## config.mk

```make
export PLATFORM = sky130hd
export DESIGN_NAME = bw_io_cmos2_pad_bank
export DESIGN_NICKNAME = d
export VERILOG_FILES = /design/src/rtl/bw_io_cmos2_pad_bank.sv
export SDC_FILE = /design/constraint.sdc
export NUM_CORES = 1
export LEC_CHECK = 0
export BUFFER_PORTS_ARGS = -buffer_cell sky130_fd_sc_hd__buf_4
export CAP_MARGIN = 10
export CORE_MARGIN = 3
export CORE_UTILIZATION = 49
export CTS_CLUSTER_DIAMETER = 100
export DETAILED_ROUTE_END_ITERATION = 8
export GPL_ROUTABILITY_DRIVEN = 0
export PLACE_DENSITY = 0.84
export SYNTH_ARGS = -nofsm -noshare
export SYNTH_HDL_FRONTEND = slang
export SYNTH_SLANG_ARGS = --single-unit
```

## constraint.sdc

```tcl
create_clock -name clk -period 1.6 [get_ports clk]
set_input_delay 0.08 -clock clk [delete_from_list [all_inputs] [get_ports clk]]
set_output_delay 0.08 -clock clk [all_outputs]
set_load 0.05 [all_outputs]
```

## src/rtl/bw_io_cmos2_pad_bank.sv

```systemverilog
// bw_io_cmos2_pad_bank: POR-gated CMOS2 pad drivers with synchronised, glitch-filtered receivers
module bw_io_cmos2_pad_bank #(
  parameter int NCH      = 4,
  parameter int FILT_LEN = 4,
  parameter int POR_DLY  = 8
) (
  input  logic           clk,
  input  logic           rst,
  input  logic           por_l,
  input  logic [NCH-1:0] oe,
  input  logic [NCH-1:0] data,
  input  logic [NCH-1:0] od_mode,
  input  logic [NCH-1:0] filt_en,
  input  logic [NCH-1:0] pad_in,
  output logic [NCH-1:0] pad_out,
  output logic [NCH-1:0] pad_oe,
  output logic [NCH-1:0] to_core,
  output logic [NCH-1:0] chg,
  output logic           ready
);
  localparam int DW = POR_DLY > 1 ? $clog2(POR_DLY) : 1;
  localparam int FW = FILT_LEN > 1 ? $clog2(FILT_LEN) : 1;
  localparam logic [DW-1:0] DLY_MAX = DW'(POR_DLY - 1);
  localparam logic [FW-1:0] FILT_MAX = FW'(FILT_LEN - 1);
  typedef enum logic [1:0] {S_HOLD, S_WAIT, S_ACTIVE} state_t;
  state_t state;
  logic [DW-1:0] dly;
  logic [NCH-1:0] s1, s2;
  logic [FW-1:0] fcnt [NCH];
  assign ready = state == S_ACTIVE;
  always_ff @(posedge clk) begin
    if (rst) begin
      state   <= S_HOLD;
      dly     <= '0;
      pad_oe  <= '0;
      pad_out <= '0;
    end else begin
      if (!por_l) state <= S_HOLD;
      else if (state == S_HOLD) begin
        state <= S_WAIT;
        dly   <= '0;
      end else if (state == S_WAIT) begin
        if (dly == DLY_MAX) state <= S_ACTIVE;
        else dly <= dly + 1'b1;
      end
      pad_oe  <= ready ? oe & ~(od_mode & data) : '0;
      pad_out <= ready ? data & ~od_mode : '0;
    end
  end
  // a differing sample either commits immediately (bypass) or after FILT_LEN in a row
  always_ff @(posedge clk) begin
    if (rst) begin
      s1      <= '0;
      s2      <= '0;
      to_core <= '0;
      chg     <= '0;
      for (int i = 0; i < NCH; i++) fcnt[i] <= '0;
    end else begin
      s1 <= pad_in;
      s2 <= s1;
      for (int i = 0; i < NCH; i++) begin
        chg[i]  <= 1'b0;
        fcnt[i] <= '0;
        if (s2[i] != to_core[i]) begin
          if (!filt_en[i] || fcnt[i] == FILT_MAX) begin
            to_core[i] <= s2[i];
            chg[i]     <= 1'b1;
          end else fcnt[i] <= fcnt[i] + 1'b1;
        end
      end
    end
  end
endmodule
```

==> impl_results.md <==
* Max Transition Viols Final at 0
* Tmin final at around 1500 ps
* Row count at 18
* Dpl cells at slightly below 200
* Hold WC Path Type: primary input to flop
* Non-Filler Instances at about 220
* Area grow syn2layout at 36.88%
* Bufs on Longest Clock Path at 2
* Mean Syn Cell Area at 10.91 sq um
* Cts repair resizes at 0
* Final Core Density at 0.7271
* Gate power share at 0.103
* P_int at between 0.001 and 0.0015 W
* TritonCTS clock tree: done
* Post-synthesis cell count at 125
* Post-Synth Adder-Cell Area at 0.05505
* Crit Path Class: flop to flop
* Root buf cell: clkbuf_4
* Sequential share of power at 0.618
* Worst skew pair latency at about 340 ps
* Vias per inst at 5.019
* Clock-pin transition on the worst setup and hold timing paths at roughly 100 ps
* Simple-gate share of the synthesized area at 0.2578
* Clock sink count at 37
* Synthesized area at about 1400 sq um
* Critical Path Fanout Max at 4
* Vias in the first global route at 1043
* TritonRoute pass-1 iters at 4
* Hold endpoint: pad_out[3]
* FF-to-FF path depth at 5
* PwrDens at 851.4 nW/um^2
* Via Count at 1084
* Clock share of power at 0.278
* Die ar. at around 3500 sq um
* Setup TNS at 0 ps
* CTS buffer count at 5
* Sw Share at 0.2343
* Final period utilization at 0.9081
* Setup-failing EPs final at 0
* Largest net degree at the start of global routing at 28
* Die Wd at 58.76 microns
* Reg-to-reg endpoint: dly[2]
* NetSw at about 0.00037 W
* Clk_skew at 6.990 ps
* Detailed placer's ending HPWL at 1894 microns
* Register bit total from synthesis at 37
* Worst Path Arrival at approximately 1700 ps
* Core box area at approximately 2600 sq um
* Outcome: complete, no violations
* Reg-to-reg slack, setup at 150 ps
* Sequential share of the synthesized area at 0.5872
* I/O pin count at 40
* Nets at between 200 and 250
* Wire per inst at 13.84 microns
* DR iter-0 viols at 43
* Power Total at about 0.0016 W
* Remaining DRCs at 0
* Leakage power at 0.8612 nW
* DP Area at roughly 1700 sq um
* Largest family of logic cells by synthesized area: simple AND/OR/NAND/NOR gates
* Final Hold Vio Count at 0
* H-Tree Depth at 2
* Crit path capture type: flop
* Worst setup SP type: flop
* Antenna fix cells at 0
* Fmax at about 700 MHz
* Unique cell type count in the Yosys netlist at 29
* Die H at 58.76 microns
* Proportion of synthesized area in mux cells at 0.01468
* Post-synthesis compound-gate area fraction at 0.03853
* Synth warnings at 0
* Worst hold path depth at 2
* Max_cap viols at 0
* Layout cell share with drive strength beyond 1 at 0.2473
* Fin area at 1867 sq um
* Hold path start: data[3]
* Initial antenna violation count at 0
* Reg-to-reg startpoint: dly[0]
* RSZ-0062 raised after global routing: no
* Initial Util at 0.5312
* PortBufs at 39
* First-pass GRT wire length at 4588 microns
* Layout fillers at between 150 and 200
* Post-Synth XOR/XNOR Area at 0.02569
* WL final at about 3000 microns
* Antenna Nets Post-Route at 0
* Grt total ovfl at 0
* Peak supply drop at 797.8 uV
* Required @ worst endpoint at ~1900 ps
* Global-route usage over all layers at 0.1849
[Yosys cell counts (all sizes together)]
| master | instances | area share |
|---|---|---|
| ha | 6 | 0.055 |
| a21oi | 6 | 0.022 |
| xnor2 | 2 | 0.013 |
| clkbuf | 1 | 0.0037 |
| nand4 | 2 | 0.0092 |
| dfxtp | 31 | 0.46 |
| o21ai | 3 | 0.011 |
| nor2 | 9 | 0.025 |
| conb | 1 | 0.0027 |
| nor3 | 3 | 0.011 |
| buf | 2 | 0.012 |
| and3 | 4 | 0.018 |
| or2 | 1 | 0.0046 |
| nor2b | 9 | 0.047 |
| inv | 1 | 0.0027 |
| and2b | 3 | 0.017 |
| a21o | 1 | 0.0055 |
| xor2 | 2 | 0.013 |
| nand4b | 1 | 0.0064 |
| nor4 | 3 | 0.014 |
| nor4b | 2 | 0.013 |
| edfxtp | 6 | 0.13 |
| nor3b | 4 | 0.022 |
| nand2 | 11 | 0.030 |
| mux2i | 2 | 0.015 |
| and2 | 2 | 0.0092 |
| nand2b | 7 | 0.032 |
[metal layers]
layer	vias up	routed length, microns	global-route usage
met1	490	1140	0.1881
li1	537	-	-
met2	45	1520	0.3076
met5	-	0	0
met4	0	114	0.1197
met3	12	213	0.07895
[final cells by class]
class / instances / area (sq um) / share of cell area
Clock buffer: 6 / 41.29 / 0.02212
Clock inverter: 1 / 3.754 / 0.002011
Inverter: 1 / 3.754 / 0.002011
Multi-Input combinational cell: 89 / 556.8 / 0.2983
Sequential cell: 37 / 800.8 / 0.4290
Tap cell: 30 / 37.54 / 0.02011
Timing Repair Buffer: 52 / 422.9 / 0.2265
[placed cells by master (no fill, tap or decap), types with 2 or more instances in the layout]
cell | netlist | routed
o21ai_0 | 3 | 3
and2_1 | 2 | 2
nor2b_1 | 8 | 8
and2b_1 | 3 | 3
clkbuf_4 | 0 | 5
mux2i_1 | 2 | 2
nand4_1 | 2 | 2
nor4b_1 | 2 | 2
dlygate4sd3_1 | 0 | 13
dfxtp_1 | 31 | 31
buf_4 | 0 | 39
edfxtp_1 | 6 | 6
conb_1 | 1 | 6
nor3_1 | 3 | 3
nand2_1 | 11 | 11
xor2_1 | 2 | 2
nor4_1 | 3 | 3
ha_1 | 6 | 6
nor2_1 | 9 | 9
a21oi_1 | 6 | 6
xnor2_1 | 2 | 2
nand2b_1 | 7 | 7
nor3b_1 | 4 | 4
and3_1 | 4 | 4
[critical path: stages (launching register included)]
cell	delay (ps)
dfxtp_1	340
ha_1	200
ha_1	210
a21oi_1	320
nand4_1	160
a21oi_1	170
[state kept, by name, indices dropped and copies added (netlist names)]
name     cells
s1           4
state        2
dly          3
pad_out      4
fcnt         8
pad_oe       4
s2           4
to_core      4
chg          4
[metrics by stage]
stage	setup slack (ps)	hold WS (ps)
after floorplan	337.0	156.1
after global placement	334.1	253.1
after detailed placement	234.0	258.7
after CTS	211.4	0.7024
after global routing	123.5	9.311
final	147.1	22.39
[repair_timing]
item,CTS,global route
hold endpoints to repair,12,1
hold buffers,12,1
setup buffers,0,0
[kinds of logic (layout without fill, tap and decap cells)]
logic type / Yosys count / in the layout
multiplexers: 2 / 2
flip-flops: 37 / 37
AND/OR/NAND/NOR: 61 / 61
other: 1 / 6
AO/OA/AOI/OAI: 10 / 10
adder cells (fa/ha/maj): 6 / 6
XOR/XNOR: 4 / 4
buffers and inverters: 4 / 60
[how the worst max path moves through the flow]
stage                      end  slack (ps)        from  cells after the start
floorplan           fcnt[0][1]         340  to_core[0]                      2
global route            dly[1]         120      dly[0]                      5
CTS                     dly[1]         210      dly[0]                      5
global placement        dly[1]         330      dly[0]                      5
detailed placement      dly[1]         230      dly[0]                      5
finish                  dly[2]         150      dly[0]                      5
[power groups by stage]
stage / registers (W) / logic (W) / clock network (W)
2_1_floorplan: 0.00102 / 0.0000580 / 0
3_3_place_gp: 0.00100 / 0.000130 / 0
3_5_place_dp: 0.00100 / 0.000136 / 0
4_1_cts: 0.000983 / 0.000160 / 0.000451
5_1_grt: 0.000985 / 0.000180 / 0.000500
6_report: 0.000982 / 0.000164 / 0.000442
Note: power is estimated with default switching activity, not from simulation.
